## src/rtl/gin_multicast.sv

```systemverilog
// gin_multicast: loads per-PE XID / per-row YID tables, then multicasts each tagged packet
// to every PE whose IDs match, holding it until all targeted PEs have accepted.
module gin_multicast #(
  parameter int PE_H = 6,
  parameter int PE_W = 8,
  parameter int DATA_W = 32
) (
  input  logic                   clk,
  input  logic                   rst,
  input  logic                   cfg_start,
  input  logic                   cfg_valid,
  input  logic [4:0]             cfg_xid,
  input  logic [2:0]             cfg_yid,
  output logic                   cfg_done,
  input  logic                   in_valid,
  output logic                   in_ready,
  input  logic [4:0]             in_tag_x,
  input  logic [2:0]             in_tag_y,
  input  logic [DATA_W-1:0]      in_data,
  output logic [PE_H*PE_W-1:0]   pe_valid,
  input  logic [PE_H*PE_W-1:0]   pe_ready,
  output logic [DATA_W-1:0]      pe_data,
  output logic                   miss
);
  localparam int N = PE_H * PE_W;
  localparam int CW = $clog2(N);
  typedef enum logic [1:0] {CFG_IDLE, CFG_LOAD, RUN} state_t;
  state_t            state_q, state_d;
  logic [CW-1:0]     cnt_q, cnt_d;
  logic [N*5-1:0]    xtab_q, xtab_d;
  logic [PE_H*3-1:0] ytab_q, ytab_d;
  logic              done_q, done_d, miss_q, miss_d;
  logic [N-1:0]      mask_q, mask_d, hit;
  logic [DATA_W-1:0] data_q, data_d;
  assign cfg_done = done_q;
  assign in_ready = (state_q == RUN) && ~|mask_q;
  assign pe_valid = mask_q;
  assign pe_data  = data_q;
  assign miss     = miss_q;
  // ID 31 / 7 marks a disabled entry and never matches, even against an equal tag
  always_comb begin
    hit = '0;
    for (int i = 0; i < N; i++)
      hit[i] = xtab_q[i*5 +: 5] == in_tag_x && ytab_q[(i/PE_W)*3 +: 3] == in_tag_y &&
               xtab_q[i*5 +: 5] != 5'd31 && ytab_q[(i/PE_W)*3 +: 3] != 3'd7;
  end
  always_comb begin
    state_d = state_q;
    cnt_d   = cnt_q;
    xtab_d  = xtab_q;
    ytab_d  = ytab_q;
    done_d  = done_q;
    mask_d  = mask_q & ~pe_ready;
    data_d  = data_q;
    miss_d  = 1'b0;
    if (cfg_start) begin
      state_d = CFG_LOAD;
      cnt_d   = '0;
      done_d  = 1'b0;
      mask_d  = '0;
    end else if (state_q == CFG_LOAD && cfg_valid) begin
      xtab_d[cnt_q*5 +: 5] = cfg_xid;
      if (cnt_q % CW'(PE_W) == '0) ytab_d[(cnt_q / CW'(PE_W))*3 +: 3] = cfg_yid;
      cnt_d = cnt_q + CW'(1);
      if (cnt_q == CW'(N-1)) begin
        state_d = RUN;
        done_d  = 1'b1;
      end
    end else if (in_valid && in_ready) begin
      mask_d = hit;
      data_d = in_data;
      miss_d = ~|hit;
    end
  end
  always_ff @(posedge clk) begin
    if (rst) begin
      state_q <= CFG_IDLE;
      cnt_q   <= '0;
      xtab_q  <= '1;
      ytab_q  <= '1;
      done_q  <= 1'b0;
      mask_q  <= '0;
      data_q  <= '0;
      miss_q  <= 1'b0;
    end else begin
      state_q <= state_d;
      cnt_q   <= cnt_d;
      xtab_q  <= xtab_d;
      ytab_q  <= ytab_d;
      done_q  <= done_d;
      mask_q  <= mask_d;
      data_q  <= data_d;
      miss_q  <= miss_d;
    end
  end
endmodule

```

## config.mk

```make
export PLATFORM = sky130hd
export DESIGN_NAME = gin_multicast
export DESIGN_NICKNAME = d
export VERILOG_FILES = /design/src/rtl/gin_multicast.sv
export SDC_FILE = /design/constraint.sdc
export NUM_CORES = 1
export LEC_CHECK = 0
export ABC_CLOCK_PERIOD_IN_PS = 3400
export CORE_MARGIN = 3
export CORE_UTILIZATION = 50
export CTS_BUF_LIST = sky130_fd_sc_hd__clkbuf_4
export DETAILED_ROUTE_END_ITERATION = 10
export PLACE_DENSITY_LB_ADDON = 0.08
export SYNTH_ARGS = -nofsm -noshare
export SYNTH_HDL_FRONTEND = slang
export SYNTH_SLANG_ARGS = --single-unit
```

## constraint.sdc

```tcl
create_clock -name clk -period 3.4 [get_ports clk]
set_clock_uncertainty 0.2 [all_clocks]
set_input_delay 1.02 -clock clk [delete_from_list [all_inputs] [get_ports clk]]
set_output_delay 1.02 -clock clk [all_outputs]
set_load 0.01 [all_outputs]
```

* After elaboration in Yosys (flattened, before gate mapping)
Cells that the tools add are included.
** Word-level totals
- Register bits :: 347
- Bits of input ports :: 101
- Word-level logic and storage cells :: 301
** Operators by class
- $add $sub $neg :: 3
- $mul :: 2
- Eq/ne operators :: 111
- Shifts and indexed selects :: 4
- Multiplexer cells :: 7
- Bitwise operators :: 5
- Reduce and logical (&&, ||, !) cells :: 161
** Operators by type and width (number)
- $bwmux W240 :: 1
- $eq A5 B5 Y1 :: 48
- $ne A5 B5 Y1 const B :: 48
- $shift A5 B34 Y240 const A :: 1
- $shiftx A5 B34 Y240 :: 1
- $logic_and A1 B1 Y1 :: 147
- $mux W48 :: 2
- $reduce_or A48 Y1 :: 2
- $and A48 B48 Y48 :: 1
- $not A48 Y48 :: 1
- $neg A5 Y34 :: 1
- $neg A9 Y34 :: 1
- $shift A3 B34 Y18 const A :: 1
- $shiftx A3 B34 Y18 :: 1
- $bwmux W18 :: 1
- $eq A3 B3 Y1 :: 6
- $ne A3 B3 Y1 const B :: 6
- $mul A6 B3 Y9 const B :: 1
- $add A6 B1 Y6 const B :: 1
- $eq A6 B6 Y1 const B :: 1
- $logic_not A6 Y1 :: 1
- $reduce_and A2 Y1 :: 3
- $reduce_and A3 Y1 :: 2
- $mul A3 B2 Y5 const B :: 1
- other kinds (8) :: 14

* Depth between registers and ports, before layout
Gate-level depths: netlist of the first run.
- Depth in word-level cells :: 6
- Gate-level depth with buffers :: 10
- Depth with buffers taken out :: 8

* Worst setup path after synthesis of the first run
Ideal clock, no wire load.
- Path kind :: input-to-reg
- Start point :: input port cfg_valid
- End point :: register xtab_q[205]
- Setup time :: 120 ps
- Data arrival time :: 2792 ps
- Data required time :: 3080 ps
- Setup slack :: 288 ps
- Stages :: 7
- Cells stage by stage :: nand3b_1 -> or2_2 -> buf_2 -> nor4_2 -> buf_2 -> nand3_1 -> a211o_1
** Between the ends
- Word-level cells in the longest chain between the ends :: 2
** Ends and longest elaborated chain
- start, declared :: RTL line 11 : input logic cfg_valid,
- $logic_and A1 B1 Y1 :: RTL line 61 : end else if (state_q == CFG_LOAD && cfg_valid) begin
- $reduce_and A2 Y1 (no source line)
- end signal, assigned :: RTL line 88 : xtab_q <= xtab_d;
- end, declared :: RTL line 30 : logic [N*5-1:0] xtab_q, xtab_d;
Every way passes these cells.
A chain may end at the register's enable or synchronous reset.

* Worst setup path after layout of the first run
- Start point :: register mask_q[32], in the netlist pe_valid[32]
- End point :: output port in_ready
** Between the ends
- Word-level cells in the longest chain between the ends :: 3
** Ends and longest elaborated chain
- start, declared :: RTL line 33 : logic [N-1:0] mask_q, mask_d, hit;
- start signal, assigned :: RTL line 91 : mask_q <= mask_d;
- $reduce_or A48 Y1 :: RTL line 36 : assign in_ready = (state_q == RUN) && ~|mask_q;
- $logic_not A1 Y1 :: RTL line 36
- $logic_and A1 B1 Y1 :: RTL line 36
- end, declared :: RTL line 16 : output logic in_ready,
Every way passes these cells.

==> results of run 1 <==
==> path summary, 6_finish.rpt <==
| kind | depth (start not counted) | start | slack (ns) | to |
|---|---|---|---|---|
| min | 1 | xtab_q[27] | 0.28 | xtab_q[27] |
| max reg2reg | 8 | cnt_q[0] | 0.29 | xtab_q[19] |
| max | 5 | pe_valid[32] | 0.1 | in_ready |
| min reg2reg | 1 | xtab_q[27] | 0.28 | xtab_q[27] |
==> placed cells by master, fill, tap and decap left out, drive strengths merged, types with 50 or more instances in the layout <==
cell / count
a211o: 190
a21oi: 52
buf: 166
clkbuf: 148
clkdlybuf4s50: 176
dfxtp: 347
nand2: 134
nand3: 133
nand3b: 56
nand4: 112
nor2: 242
nor2b: 76
nor3: 50
xnor2: 219
==> final cells by class <==
type	count	share of cell area
clock inverters	19	0.00655
inverters	9	0.00155
repair buffers	343	0.150
well taps	448	0.0257
flip-flops and latches	347	0.319
diodes	2	0.000230
multi-input cells	1493	0.446
clock buffers	147	0.0507
==> flip-flops by register name, indices dropped and copies added, names as in the netlist <==
signal    cells
xtab_q      240
pe_valid     48
pe_data      32
ytab_q       18
cnt_q         6
cfg_done      1
miss          1
state_q       1
==> stage by stage <==
stage | hold WS [ns] | instances | setup WS, ns | total power (W) | instance area (um^2)
2_1_floorplan | 0.250 | 1981 | 0.288 | 0.00448 | 17100
3_3_place_gp | 0.259 | 2637 | -0.155 | 0.00474 | 20400
3_5_place_dp | 0.269 | 2637 | -0.176 | 0.00475 | 20400
4_1_cts | 0.284 | 2805 | 0.00494 | 0.00863 | 21700
5_1_grt | 0.301 | 2808 | -0.0562 | 0.00890 | 21800
6_report | 0.284 | 2808 | 0.0992 | 0.00856 | 21800
==> kinds of logic (layout without fill, tap and decap cells) <==
kind of cell	Yosys count	after routing
XOR/XNOR	222	222
flip-flops	347	347
buffers and inverters	141	518
adder cells (fa/ha/maj)	10	10
other	0	2
AND/OR/NAND/NOR	912	912
multiplexers	33	33
AO/OA/AOI/OAI	316	316
==> critical path, cell delays in order, from the launching register on <==
cell	delay (ns)
sky130_fd_sc_hd__dfxtp_1	0.33
sky130_fd_sc_hd__nor4_2	0.32
sky130_fd_sc_hd__nand3_1	0.18
sky130_fd_sc_hd__nor4_1	0.20
sky130_fd_sc_hd__buf_4	0.17
sky130_fd_sc_hd__buf_6	0.09
==> power groups by stage <==
stage	combinational, W	sequential, W	clock [W]
2_1_floorplan	0.000317	0.00417	0
3_3_place_gp	0.000574	0.00417	0
3_5_place_dp	0.000584	0.00417	0
4_1_cts	0.000586	0.00407	0.00397
5_1_grt	0.000625	0.00407	0.00420
6_report	0.000590	0.00408	0.00390
==> repair_timing <==
action | in CTS | in global routing
pin swaps | 5 | 4
setup buffers | 2 | 1
setup endpoints to repair | 1 | 1
gates resized for setup | 12 | 4
hold buffers | 0 | 0
==> routing by layer <==
metal,vias up,track usage,routed length (um)
met2,555,0.502,27100
li1,7725,-,-
met1,8053,0.391,23900
met4,0,0.135,2520
met3,143,0.0583,3460
met5,-,0,0
==> flow_summary_export.csv, run 1 <==
group,metric,value,unit
status,run_status,"completed",
die,boundaryPins,184,
clocking,cts_root_buffer,"sky130_fd_sc_hd__clkbuf_4",
setup_path,crit_arrival,2.08,ns
sta,maxSlewViolCount,0,
yosys,synth.mux.area_fraction,0.0193,
clocking,tritoncts,"done",
sta,timing.setup.tns,0,ns
power_and_ir_drop,p_seq_frac,0.476,
yosys,synth_compound_gate_area_share,0.145,
yosys,synth_nets,2092,
power_and_ir_drop,power_switching_share,0.247,
setup_path,timing.setup.critical_path_class,"reg -> out",
global_route,grt.total_usage,0.305,
power_and_ir_drop,share_comb_of_total_power,0.069,
yosys,most_used_standard_cell_by_instance_count_after_synthesis,"sky130_fd_sc_hd__dfxtp_1",
yosys,main_combinational_cell_family_by_area_after_synthesis,"simple AND/OR/NAND/NOR gates",
hold_path,min-delay-path-class,"reg -> reg",
global_route,overflow_left_after_global_routing,0,
sta,slew-limit-headroom,0.266,
power_and_ir_drop,power_frac_clock,0.455,
clocking,clock-sinks,347,
yosys,post_synth_num_cell_types,40,
drt,detailedRoute.firstPassIterationCount,5,
yosys,ys_ff_latch,347,
die,std_cell_rows,67,
power_and_ir_drop,p_sw,0.00212,W
drt,detail_route.drc_violations,0,
yosys,synth.yosys.warnings,0,
sta,worst_pin_slew,1.10,ns
power_and_ir_drop,cellLeakagePower,7.81,nW
clocking,numCtsBuffers,94,
yosys,synthesis.area,17100,um^2
global_route,grt_antenna_before_repair,1,
drt,postRouteWirelength,56900,um
yosys,synth_edf_count,0,
power_and_ir_drop,power-per-cell-area,393,nW/um^2
drt,wire_length_per_cell_after_detailed_routing,20.3,um
yosys,synth_xor_area_frac,0.114,
die,die_height,191,um
sta,grt_setup_unrepaired,"yes",
power_and_ir_drop,internal_power,0.00645,W
die,initial_core_util,0.510,
layout,regArea,6950,um^2
drt,detail_route.iter0.violations,1379,
setup_path,setup.worst_path.start_class,"flip-flop",
global_route,grt_pass1_wl,87900,um
layout,final_nets,2399,
yosys,synth.yosys.seq_area_share,0.406,
layout,utilization,0.648,
sta,final_number_of_setup_violating_endpoints,0,
yosys,synth.area.top_cells,"sky130_fd_sc_hd__dfxtp_1 41%, sky130_fd_sc_hd__xnor2_1 11%, sky130_fd_sc_hd__a211o_1 9.7%, sky130_fd_sc_hd__nor2_1 5.3%, sky130_fd_sc_hd__nand4_1 4.1%",
die,dieArea,36500,um^2
yosys,yosysTopAreaCell,"sky130_fd_sc_hd__dfxtp_1",
yosys,synth_top_cell_area_share,0.406,
setup_path,critPathRequiredTime,2.18,ns
power_and_ir_drop,max-vdd-ir-drop,257,uV
global_route,grt_start_max_net_pins,154,
die,die_width,191,um
layout,drive_above_1_share,0.168,
global_route,vias_in_the_first_global_route,15800,
sta,final_min_period_over_clock_period,0.971,
run,drv_cap,0,
placed_design,detailed_placer_s_ending_hpwl,39100,um
clocking,cts.htree.levels,3,
clocking,clock_path_buffers,3,
clocking,path_clk_slew,0.06,ns
drt,dr_total_vias,16500,
yosys,synth.cells.most_frequent,"347 x sky130_fd_sc_hd__dfxtp_1, 242 x sky130_fd_sc_hd__nor2_1, 218 x sky130_fd_sc_hd__xnor2_1, 190 x sky130_fd_sc_hd__a211o_1, 134 x sky130_fd_sc_hd__nand2_1",
placed_design,buffer_ports.inserted,183,
yosys,synth_simple_gate_area_share,0.277,
sta,finalCriticalPeriod,3.30,ns
yosys,share_of_synthesized_cell_area_in_full_adder_half_adder_and_majority_cells,0.00731,
yosys,synth_async_sr_flop_share,0,
drt,avgViaCountPerCell,5.87,
layout,flow.area_growth_from_synthesis,27.2,%
layout,num-fill-cells,2915,
yosys,synth_ff_type,"sky130_fd_sc_hd__dfxtp_1",
clocking,clkLatencyLatePin,0.78,ns
sta,timing.fmax,303,MHz
setup_path,worst_path_max_fanout,3,
sta,finalHoldViolations,0,
placed_design,place.gp.congestion,0.910,
layout,multi_input_area,9720,um^2
setup_path,cp-end-kind,"output port",
die,coreArea,33600,um^2
yosys,post_synth_inst_count,1981,
yosys,synth_area_per_cell,8.65,um^2
drt,ant_nets,0,
Note: power is estimated with default switching activity, not from simulation.
==> run 2: changes to the inputs <==
--- a/config.mk
+++ b/config.mk
@@ -10,6 +10,7 @@
 export CORE_UTILIZATION = 50
 export CTS_BUF_LIST = sky130_fd_sc_hd__clkbuf_4
 export DETAILED_ROUTE_END_ITERATION = 10
+export GPL_ROUTABILITY_DRIVEN = 1
 export PLACE_DENSITY_LB_ADDON = 0.08
 export SYNTH_ARGS = -nofsm -noshare
 export SYNTH_HDL_FRONTEND = slang
==> constraint.sdc (replaced) <==
create_clock -name clk -period 3.4 [get_ports clk]
set_clock_uncertainty 0.2 [all_clocks]
set_input_delay 0.68 -clock clk [delete_from_list [all_inputs] [get_ports clk]]
set_output_delay 0.68 -clock clk [all_outputs]
set_load 0.01 [all_outputs]
==> flow_summary_export.csv, run 2 (synthesis gave the netlist of run 1 again) <==
group,metric,value,unit
status,run_status,"completed",
clocking,cts_setup_buffers,0,
layout,stdcell_count,2748,
placed_design,place.gp.congestion,0.917,
global_route,grt_pass1_wl,86600,um
clocking,tritoncts,"done",
power_and_ir_drop,internal_power,0.00641,W
setup_path,worst_path_max_fanout,3,
drt,avgViaCountPerCell,5.85,
placed_design,dp.cells,2584,
power_and_ir_drop,share_comb_of_total_power,0.068,
global_route,grt_start_max_net_pins,129,
clocking,cts_root_buffer,"sky130_fd_sc_hd__clkbuf_4",
sta,final_min_period_over_clock_period,0.958,
sta,finalCriticalPeriod,3.26,ns
die,coreArea,33600,um^2
die,std_cell_rows,67,
clocking,clock-sinks,347,
sta,fin_worst_hold_slack,0.188,ns
drt,wire_length_per_cell_after_detailed_routing,20.5,um
sta,finalHoldViolations,0,
hold_path,hold_path_startpoint,"rst",
drt,detailedRoute.firstPassIterationCount,6,
power_and_ir_drop,power-per-cell-area,401,nW/um^2
layout,flow.area_growth_from_synthesis,23.8,%
placed_design,place_area,19900,um^2
global_route,grt.total_usage,0.301,
power_and_ir_drop,p_seq_frac,0.479,
clocking,clock_path_buffers,3,
clocking,numCtsBuffers,92,
setup_path,critPathRequiredTime,2.52,ns
setup_path,cp_cell_sequence,"nor4_1 -> nand4_1 -> nor4_4 -> dlygate4sd2_1",
die,dieArea,36500,um^2
setup_path,crit_arrival,2.38,ns
clocking,number_of_hold_buffers_added_after_cts,0,
power_and_ir_drop,cellLeakagePower,7.49,nW
layout,drive_above_1_share,0.144,
setup_path,critPathSlowestCell,"sky130_fd_sc_hd__dfxtp_1",
hold_path,worst_hold_path.endpoint,"pe_data[24]",
layout,largest_reg_flops,240,
sta,maxSlewViolCount,0,
clocking,cts.htree.levels,3,
power_and_ir_drop,power_frac_clock,0.453,
drt,detail_route.iter0.violations,1137,
drt,postRouteWirelength,56200,um
setup_path,worstRegToRegCells,6,
layout,final_nets,2341,
power_and_ir_drop,finalPower,0.00850,W
setup_path,rrSetupSlack,0.18,ns
placed_design,detailed_placer_s_ending_hpwl,38700,um
drt,ant_nets,0,
power_and_ir_drop,max-vdd-ir-drop,376,uV
power_and_ir_drop,power_switching_share,0.246,
die,die_width,191,um
placed_design,buffer_ports.inserted,183,
hold_path,whs_path_depth,2,
setup_path,r2r-end,"xtab_q[149]",
clocking,path_clk_slew,0.06,ns
power_and_ir_drop,p_sw,0.00209,W
sta,timing.fmax,307,MHz
clocking,clkLatencyLatePin,0.77,ns
die,die_height,191,um
die,initial_core_util,0.510,
setup_path,timing.setup.critical_path_class,"reg -> out",
hold_path,min-delay-path-class,"in -> reg",
layout,max_flop_register,"xtab_q",
global_route,grt_antenna_before_repair,1,
global_route,vias_in_the_first_global_route,15600,
layout,most_common_cell_after_layout_fill_and_taps_aside,"sky130_fd_sc_hd__dfxtp_1",
die,boundaryPins,184,
global_route,overflow_left_after_global_routing,0,
setup_path,critical_path.max_stage_delay,0.36,ns
setup_path,cp-end-kind,"output port",
drt,detail_route.drc_violations,0,
drt,dr_total_vias,16100,
sta,worst_pin_slew,0.871,ns
run,drv_cap,0,
sta,final_number_of_setup_violating_endpoints,0,
layout,layout.cells.most_common_list,"347 x sky130_fd_sc_hd__dfxtp_1, 241 x sky130_fd_sc_hd__nor2_1, 217 x sky130_fd_sc_hd__xnor2_1",
setup_path,setup.worst_path.start_class,"flip-flop",
setup_path,regToRegStartpoint,"cnt_q[1]",
layout,design_area,21200,um^2
sta,slew-limit-headroom,0.418,
==> run 2: routing by layer <==
metal / share of wire / vias up / global-route usage
li1: - / 7628 / -
met1: 0.42 / 7803 / 0.377
met2: 0.48 / 513 / 0.492
met3: 0.062 / 142 / 0.0638
met4: 0.042 / 0 / 0.147
met5: 0 / - / 0
==> run 2: stage by stage <==
| stage | util | setup WS (ns) | setup TNS [ns] |
|---|---|---|---|
| 2_1_floorplan | - | 0.425 | 0 |
| 3_3_place_gp | 0.593 | 0.120 | 0 |
| 3_5_place_dp | 0.593 | 0.0695 | 0 |
| 4_1_cts | 0.630 | 0.0725 | 0 |
| 5_1_grt | 0.631 | -0.00198 | -0.00198 |
| 6_report | 0.631 | 0.143 | 0 |
==> run 2: worst max-delay path by stage <==
stage	end	slack, ns	start	depth (start not counted)
after CTS	in_ready	0.07	pe_valid[42]	4
after global routing	in_ready	-0.002	pe_valid[42]	4
after detailed placement	miss	0.07	in_tag_y[1]	8
final	in_ready	0.14	pe_valid[42]	4
after floorplan	xtab_q[50]	0.43	cnt_q[3]	10
after global placement	miss	0.12	in_tag_y[0]	8
==> run 2: power groups by stage <==
stage | Clock (W) | Combinational, W | Sequential [W]
finish | 0.00385 | 0.000579 | 0.00407
global route | 0.00416 | 0.000613 | 0.00407
CTS | 0.00393 | 0.000573 | 0.00407
detailed placement | 0 | 0.000571 | 0.00417
global placement | 0 | 0.000563 | 0.00417
floorplan | 0 | 0.000317 | 0.00417
==> run 2: cell type report <==
cell class                      count  area, um^2
Multi-Input combinational cell   1493        9700
Clock inverter                     17         120
Fill cell                        2941       12400
Tap cell                          448         561
Timing Repair Buffer              287        2740
Clock buffer                      146        1100
Antenna cell                        1        2.50
Sequential cell                   347        6950
Inverter                            9        33.8
==> run 2: worst max-delay path: cells and delay by family, from the launching register on <==
kind / cells / cell delay, ns
flip-flops: 1 / 0.36
AND/OR/NAND/NOR: 3 / 0.93
buffers and inverters: 1 / 0.32
==> run 2: repair_timing <==
item	4_1_cts	5_1_grt
endpoints found under the setup margin	1	2
pin swaps	1	0
hold endpoints to repair	0	0
gates resized for setup	5	1
